==> src/rtl/sdram_port_arbiter.sv <==
// Shares one toggle-handshake SDRAM port between the Oric CPU RAM bus and a byte-wide loader.
// CPU bus strobes become single SDRAM transactions; loader writes fill the idle gaps, CPU always first.
module sdram_port_arbiter #(
    parameter int         ADDR_W = 16,
    parameter logic [1:0] ROM_HI = 2'b11
) (
    input  logic              clk,
    input  logic              init_n,
    input  logic              cpu_cs,
    input  logic              cpu_oe,
    input  logic              cpu_we,
    input  logic [ADDR_W-1:0] cpu_a,
    input  logic [7:0]        cpu_d,
    output logic [7:0]        cpu_q,
    output logic              cpu_busy,
    input  logic              ld_req,
    input  logic [ADDR_W-1:0] ld_a,
    input  logic [7:0]        ld_d,
    output logic              ld_ack,
    output logic              mem_req,
    input  logic              mem_ack,
    output logic [ADDR_W-1:0] mem_a,
    output logic [1:0]        mem_ds,
    output logic              mem_we,
    output logic [15:0]       mem_d,
    input  logic [15:0]       mem_q
);

    typedef enum logic [1:0] {S_SYNC, S_IDLE, S_CPU, S_LD} state_t;

    state_t            r_state;
    logic              r_oe_d;
    logic              r_we_d;
    logic [ADDR_W-1:0] r_a_d;
    logic              r_pend;
    logic [ADDR_W-1:0] r_pend_a;
    logic [7:0]        r_pend_d;
    logic              r_pend_we;
    logic [7:0]        r_cpu_q;
    logic              r_ld_ack;
    logic              r_mem_req;
    logic [ADDR_W-1:0] r_mem_a;
    logic [1:0]        r_mem_ds;
    logic              r_mem_we;
    logic [15:0]       r_mem_d;

    logic              w_cpu_sel;
    logic              w_cpu_evt;
    logic              w_acked;
    logic [ADDR_W-1:0] w_iss_a;
    logic [7:0]        w_iss_d;
    logic              w_iss_we;

    assign w_cpu_sel = cpu_cs && (cpu_a[ADDR_W-1 -: 2] != ROM_HI);
    assign w_cpu_evt = w_cpu_sel && ((cpu_oe && !r_oe_d) ||
                                     (cpu_we && !r_we_d) ||
                                     (cpu_oe && (cpu_a != r_a_d)));
    assign w_acked   = (mem_ack == r_mem_req);

    // A fresh event bypasses the pending slot so an idle port issues on the very next edge.
    assign w_iss_a   = w_cpu_evt ? cpu_a  : r_pend_a;
    assign w_iss_d   = w_cpu_evt ? cpu_d  : r_pend_d;
    assign w_iss_we  = w_cpu_evt ? cpu_we : r_pend_we;

    assign cpu_q    = w_cpu_sel ? r_cpu_q : 8'h00;
    assign cpu_busy = r_pend || (r_state == S_CPU);
    assign ld_ack   = r_ld_ack;
    assign mem_req  = r_mem_req;
    assign mem_a    = r_mem_a;
    assign mem_ds   = r_mem_ds;
    assign mem_we   = r_mem_we;
    assign mem_d    = r_mem_d;

    always_ff @(posedge clk or negedge init_n) begin
        if (!init_n) begin
            r_state   <= S_SYNC;
            r_oe_d    <= 1'b0;
            r_we_d    <= 1'b0;
            r_a_d     <= '0;
            r_pend    <= 1'b0;
            r_pend_a  <= '0;
            r_pend_d  <= 8'h00;
            r_pend_we <= 1'b0;
            r_cpu_q   <= 8'h00;
            r_ld_ack  <= 1'b0;
            r_mem_req <= 1'b0;
            r_mem_a   <= '0;
            r_mem_ds  <= 2'b00;
            r_mem_we  <= 1'b0;
            r_mem_d   <= 16'h0000;
        end else begin
            r_oe_d   <= cpu_oe;
            r_we_d   <= cpu_we;
            r_a_d    <= cpu_a;
            r_ld_ack <= 1'b0;

            if (w_cpu_evt) begin
                r_pend    <= 1'b1;
                r_pend_a  <= cpu_a;
                r_pend_d  <= cpu_d;
                r_pend_we <= cpu_we;
            end

            case (r_state)
                S_SYNC: begin
                    if (w_acked) r_state <= S_IDLE;
                end
                S_IDLE: begin
                    if (w_cpu_evt || r_pend) begin
                        r_mem_req <= ~r_mem_req;
                        r_mem_a   <= w_iss_a;
                        r_mem_we  <= w_iss_we;
                        r_mem_ds  <= w_iss_we ? {w_iss_a[0], ~w_iss_a[0]} : 2'b11;
                        r_mem_d   <= {w_iss_d, w_iss_d};
                        // NOTE: later non-blocking write wins, so this clear overrides the latch above.
                        r_pend    <= 1'b0;
                        r_state   <= S_CPU;
                    end else if (ld_req) begin
                        r_mem_req <= ~r_mem_req;
                        r_mem_a   <= ld_a;
                        r_mem_we  <= 1'b1;
                        r_mem_ds  <= {ld_a[0], ~ld_a[0]};
                        r_mem_d   <= {ld_d, ld_d};
                        r_state   <= S_LD;
                    end
                end
                S_CPU: begin
                    if (w_acked) begin
                        if (!r_mem_we) r_cpu_q <= r_mem_a[0] ? mem_q[15:8] : mem_q[7:0];
                        r_state <= S_IDLE;
                    end
                end
                S_LD: begin
                    if (w_acked) begin
                        r_ld_ack <= 1'b1;
                        r_state  <= S_IDLE;
                    end
                end
                default: r_state <= S_SYNC;
            endcase
        end
    end

endmodule

==> config.mk <==
export PLATFORM = sky130hd
export DESIGN_NAME = sdram_port_arbiter
export DESIGN_NICKNAME = d
export VERILOG_FILES = /design/src/rtl/sdram_port_arbiter.sv
export SDC_FILE = /design/constraint.sdc
export NUM_CORES = 1
export LEC_CHECK = 0
export CAP_MARGIN = 15
export CELL_PAD_IN_SITES_DETAIL_PLACEMENT = 1
export CELL_PAD_IN_SITES_GLOBAL_PLACEMENT = 2
export CORE_MARGIN = 8
export CORE_UTILIZATION = 32
export CTS_CLUSTER_DIAMETER = 100
export CTS_CLUSTER_SIZE = 30
export DETAILED_ROUTE_END_ITERATION = 10
export GPL_ROUTABILITY_DRIVEN = 0
export HOLD_SLACK_MARGIN = 0.08
export PLACE_DENSITY = 0.88
export SLEW_MARGIN = 40
export SYNTH_ARGS = -nofsm -noshare
export SYNTH_HDL_FRONTEND = slang
export SYNTH_SLANG_ARGS = --single-unit
==> constraint.sdc <==
create_clock -name clk -period 3.08 [get_ports clk]
set_clock_uncertainty 0.05 [all_clocks]
set_input_delay 0.308 -clock clk [delete_from_list [all_inputs] [get_ports clk]]
set_output_delay 0.308 -clock clk [all_outputs]
set_load 0.05 [all_outputs]
# --- Word-level counts from Yosys, hierarchy flattened ---
# Cells that the tools add are included.
classes:
  bitwise: 4
  mux: 25
  n_reduce_logical: 17
  eq_ne: 8
op_table:
  columns: ["operator", "n"]
  rows:
  - ["two-way mux 16 bit", 5]
  - ["two-way mux 8 bit", 3]
  - ["!= test 16 bit", 1]
  - ["two-way mux 2 bit", 6]
  - ["two-way mux 1 bit", 10]
  - ["logical AND 1 bit", 5]
  - ["== test 2 bit, second input constant", 2]
  - ["logical OR 1 bit", 4]
  - ["NOT 1 bit", 4]
  - ["one-hot mux 2 bit (2 select lines)", 1]
  - ["AND reduction 2 bit", 2]
  - ["!= test 3 bit, second input constant", 1]
  - ["AND reduction 3 bit", 1]
  - ["OR reduction 3 bit", 1]
  - ["== test 2 x 1 -> 1 bit, second input constant", 1]
  - ["logical NOT 1 bit", 2]
  - ["logical NOT 2 bit", 1]
  - ["!= test 2 x 1 -> 1 bit, second input constant", 1]
  - ["!= test 2 bit, second input constant", 1]
  - ["nonzero test 2 bit", 1]
  - ["== test 1 bit", 1]
totals:
  wordCells: 69
  reg_bits: 91
  out_inout_bits: 46
  inputBits: 71

# --- Logic depth before layout (Yosys ltp) ---
# Gate-level depths: netlist of run 1.
depth:
  ltp_word: 9
  mapped_depth: 8
  mapped_depth_nobuf: 6

# --- Worst setup path before layout of run 1 ---
# OpenSTA, ideal clock, no wires.
synth_timing:
  path_kind: "register to register"
  start: "register r_a_d[9]"
  end: "register r_pend_a[4]"
  arrival_ns: 1.746
  synth_period_minus_slack_ns: 1.921
  setup_ns: 0.125
  n_path_buf: 2
  slack_ns: 1.159
  t_required_ns: 2.905
  path_stages_with_launch: 8
  cell_sequence: "dfrtp_1 xor2_1 nor4_1 nand4b_1 o21bai_1 buf_4 buf_4 mux2_2"
synth_between:
  elab_chain_cells: 5
synth_lines:
  columns: ["element", "line", "rtl"]
  rows:
  - ["start: declaration", "34", "logic [ADDR_W-1:0] r_a_d;"]
  - ["start signal: assignment", "94", "r_a_d <= cpu_a;"]
  - ["!= test 16 bit", "57", "(cpu_oe && (cpu_a != r_a_d)));"]
  - ["logical AND 1 bit", "57", null]
  - ["logical OR 1 bit", "56", "(cpu_we && !r_we_d) ||"]
  - ["logical AND 1 bit", "55", "assign w_cpu_evt = w_cpu_sel && ((cpu_oe && !r_oe_d) ||"]
  - ["two-way mux 16 bit", null, null]
  - ["net w_iss_a[4]", "50", "logic [ADDR_W-1:0] w_iss_a;"]
  - ["end signal: assignment", "99", "r_pend_a <= cpu_a;"]
  - ["end: declaration", "36", "logic [ADDR_W-1:0] r_pend_a;"]
# The timed path passes the listed nets, and every way through them passes these cells.
# A chain may end at the register's enable or synchronous reset.

# --- Worst setup path after layout of run 1 ---
layout_timing:
  start: "input cpu_a[15]"
  end: "output cpu_q[5]"
layout_between:
  elab_chain_cells: 3
layout_lines:
  columns: ["element", "line", "rtl"]
  rows:
  - ["start: declaration", "12", "input logic [ADDR_W-1:0] cpu_a,"]
  - ["!= test 2 bit", "54", "assign w_cpu_sel = cpu_cs && (cpu_a[ADDR_W-1 -: 2] != ROM_HI);"]
  - ["logical AND 1 bit", "54", null]
  - ["two-way mux 8 bit", "65", "assign cpu_q = w_cpu_sel ? r_cpu_q : 8'h00;"]
  - ["end: declaration", "14", "output logic [7:0] cpu_q,"]
# Every way passes these cells.

==> metrics.csv, run 1 <==
metric,value,unit
status,"finished, final reports clean",
drt_iter0_drc,136,
synth_nets,391,
p_per_area,990,mW/mm2
die_area,0.0159,mm2
hpwl,7350,um
vias_per_cell,4.69,
start_util,32.4,%
critPathMaxFanout,9,
synth_seq_cells,83,
final_util,45.6,%
r2r_setup_slack,0.79,ns
fill_cells,1280,
row_count,40,
yosysMostFrequentCell,dfrtp_1,
max_slew_margin,54.5,%
final.period_utilization,86.0,%
hold_viol_final,0,
synth_top_cell_by_area,dfrtp_1,
drc,0,
end_kind,output port,
cts_sinks,83,
portBuffers,116,
setup_violations,0,
maxSlewViolCount,0,
seqCellArea,0.00208,mm2
cp.required,2.72,ns
path_buf_inv,2,
grt_pass1_wl,16300,um
grt_pass1_vias,3096,
antenna_found_initial,0,
worstSetupStartpointType,input port,
grt_max_degree,84,
ys_types,35,
netlist_area,0.00386,mm2
cp_slowest_cell,clkdlybuf4s50_1,
cts_root_buffer,clkbuf_16,
criticalPathCategory,input port to output port,
syn_avg_cell_area,12.1,um2
crit_family,buffers and inverters,
setup_ws,0.433,ns
timing.rr.end,r_pend_a[2],
p_leak,0.00239,uW
syn_to_final_growth,40.6,%
ioPinCount,117,
die_w,126,um
cp_slowest_stage_delay,0.82,ns
num_vias,2715,
worstHoldPathType,input port to flop,
die_y,126,um
dr.pass1.iters,4,
synthCells,320,
drt-total-wl,10000,um
ys_warn_count,0,
grt_util_all_layers,13.0,%
dp_slack,0.318,ns
synthTopCellsByCount,"83 x dfrtp_1, 48 x mux2_2, 39 x nand2_1",
hold_depth,1,
final_nets,498,
fin_setup_tns,0,ns
post_drt_wl_per_cell,17.3,um
htreeDepth,3,
postCtsSetupBuffers,0,
hold_buffers,1,
numCtsBuffers,9,
synth_edf_count,0,
cap_violations,0,
synthTopCellsByArea,"dfrtp_1 54%, mux2_2 14%, mux2i_1 8.8%",
arrival,2.29,ns
grt-ovfl-total,0,
antenna_cells,0,
r2r_cells,6,
critPathMostFrequentCell,clkdlybuf4s50_1,
postRouteAntennaNets,0,
fin_crit,2.65,ns
irDropWorstVdd,0.414,mV
rsz0062_at_grt,false,
ys_async_sr_fraction,100,%
synth-main-ff-cell,dfrtp_1,
synth_top_cell_area_share,53.7,%
hold_end,r_oe_d,
hold_start,cpu_oe,
cts.clk_slew.worst_paths,0.06,ns
rr_startpoint,r_a_d[9],
worstPathCellList,"clkdlybuf4s50_1, a21boi_2, and2_1, clkdlybuf4s50_1",
cts_resized,0,
core_area,0.0119,mm2
fmax,378,MHz
cts_tree,yes,
clk_latency,0.34,ns
cts_buffer_depth,2,
drive_gt1_share,16.7,%
tightest_slew,0.682,ns
multiInputGateArea,0.00162,mm2
yosysSeqAreaShare,53.7,%
==> cells in the final DEF, fill, tap and decap left out, types with 2 or more instances in the layout <==
cell type / count
a21oi_1: 2
and2_1: 8
buf_12: 2
buf_4: 4
bufinv_16: 2
clkbuf_1: 2
clkbuf_16: 9
clkdlybuf4s50_1: 114
clkinv_2: 2
dfrtp_1: 83
mux2_2: 48
mux2i_1: 34
nand2_1: 39
nand2b_1: 3
nor2_1: 3
nor2b_1: 2
nor4_1: 3
o21ai_0: 9
o21ai_1: 26
xnor2_1: 3
xor2_1: 16
==> kinds of logic (layout without fill, tap and decap cells) <==
| kind of cell | count (synthesis) | in the layout | synth area share, % |
|---|---|---|---|
| AND/OR/NAND/NOR | 65 | 65 | 7.90 |
| multiplexers | 82 | 82 | 22.8 |
| XOR/XNOR | 19 | 19 | 4.31 |
| buffers and inverters | 27 | 139 | 4.82 |
| flip-flops | 83 | 83 | 53.7 |
| AO/OA/AOI/OAI | 44 | 44 | 6.44 |
==> state kept, by name, summed over array words and instances (netlist names) <==
register,count
ld_ack,1
mem_a,16
mem_d,8
mem_ds,2
mem_req,1
mem_we,1
r_a_d,16
r_cpu_q,8
r_oe_d,1
r_pend,1
r_pend_a,16
r_pend_d,8
r_pend_we,1
r_state,2
r_we_d,1
==> how the worst max path moves through the flow <==
stage	end	depth (start not counted)	from	slack, ns
floorplan	r_pend_a[4]	7	r_a_d[9]	1.16
global placement	r_pend_d[7]	7	cpu_a[9]	0.40
detailed placement	r_pend_d[6]	7	cpu_a[9]	0.32
CTS	cpu_q[2]	4	cpu_a[14]	0.38
global route	cpu_q[2]	4	cpu_a[15]	0.30
finish	cpu_q[5]	4	cpu_a[15]	0.43
==> power by group <==
group	internal, uW	switching [uW]	leakage, uW	total (uW)
Sequential	1420	251	0.000997	1670
Combinational	992	1580	0.00124	2580
Clock	708	423	0.000150	1130
Total	3120	2260	0.00239	5380
==> layer usage <==
| layer | GRT usage [%] | routed length [um] | share of wire, % |
|---|---|---|---|
| met1 | 15.0 | 4190 | 42 |
| met2 | 22.1 | 5130 | 51 |
| met3 | 4.30 | 573 | 5.7 |
| met4 | 4.46 | 127 | 1.3 |
| met5 | 0 | 0 | 0 |
==> per-stage QoR <==
step,hold slack [ns],instances,cell area (um2),total power [uW]
after global routing,0.405,579,5430,5690
after floorplan,-0.0376,320,3860,3480
final,0.404,579,5430,5380
after CTS,0.388,579,5430,5480
after global placement,0.407,562,5110,4230
after detailed placement,0.371,562,5110,4310
==> layout make-up <==
cell class	count	share of cell area, %
Clock inverter	5	1.43
Clock buffer	11	4.28
Timing Repair Buffer	122	22.7
Tap cell	147	3.38
Inverter	1	0.0691
Sequential cell	83	38.2
Multi-Input combinational cell	210	29.9
Power figures use the tool's default switching activity.
==> run 2, diff against run 1 <==
--- a/config.mk
+++ b/config.mk
@@ -16,6 +16,7 @@
 export GPL_ROUTABILITY_DRIVEN = 0
 export HOLD_SLACK_MARGIN = 0.08
 export PLACE_DENSITY = 0.88
+export SKIP_CTS_REPAIR_TIMING = 1
 export SLEW_MARGIN = 40
 export SYNTH_ARGS = -nofsm -noshare
 export SYNTH_HDL_FRONTEND = slang
==> results of run 2 <==
Same layout as run 1: the final DEF is identical, and so are final timing and power.
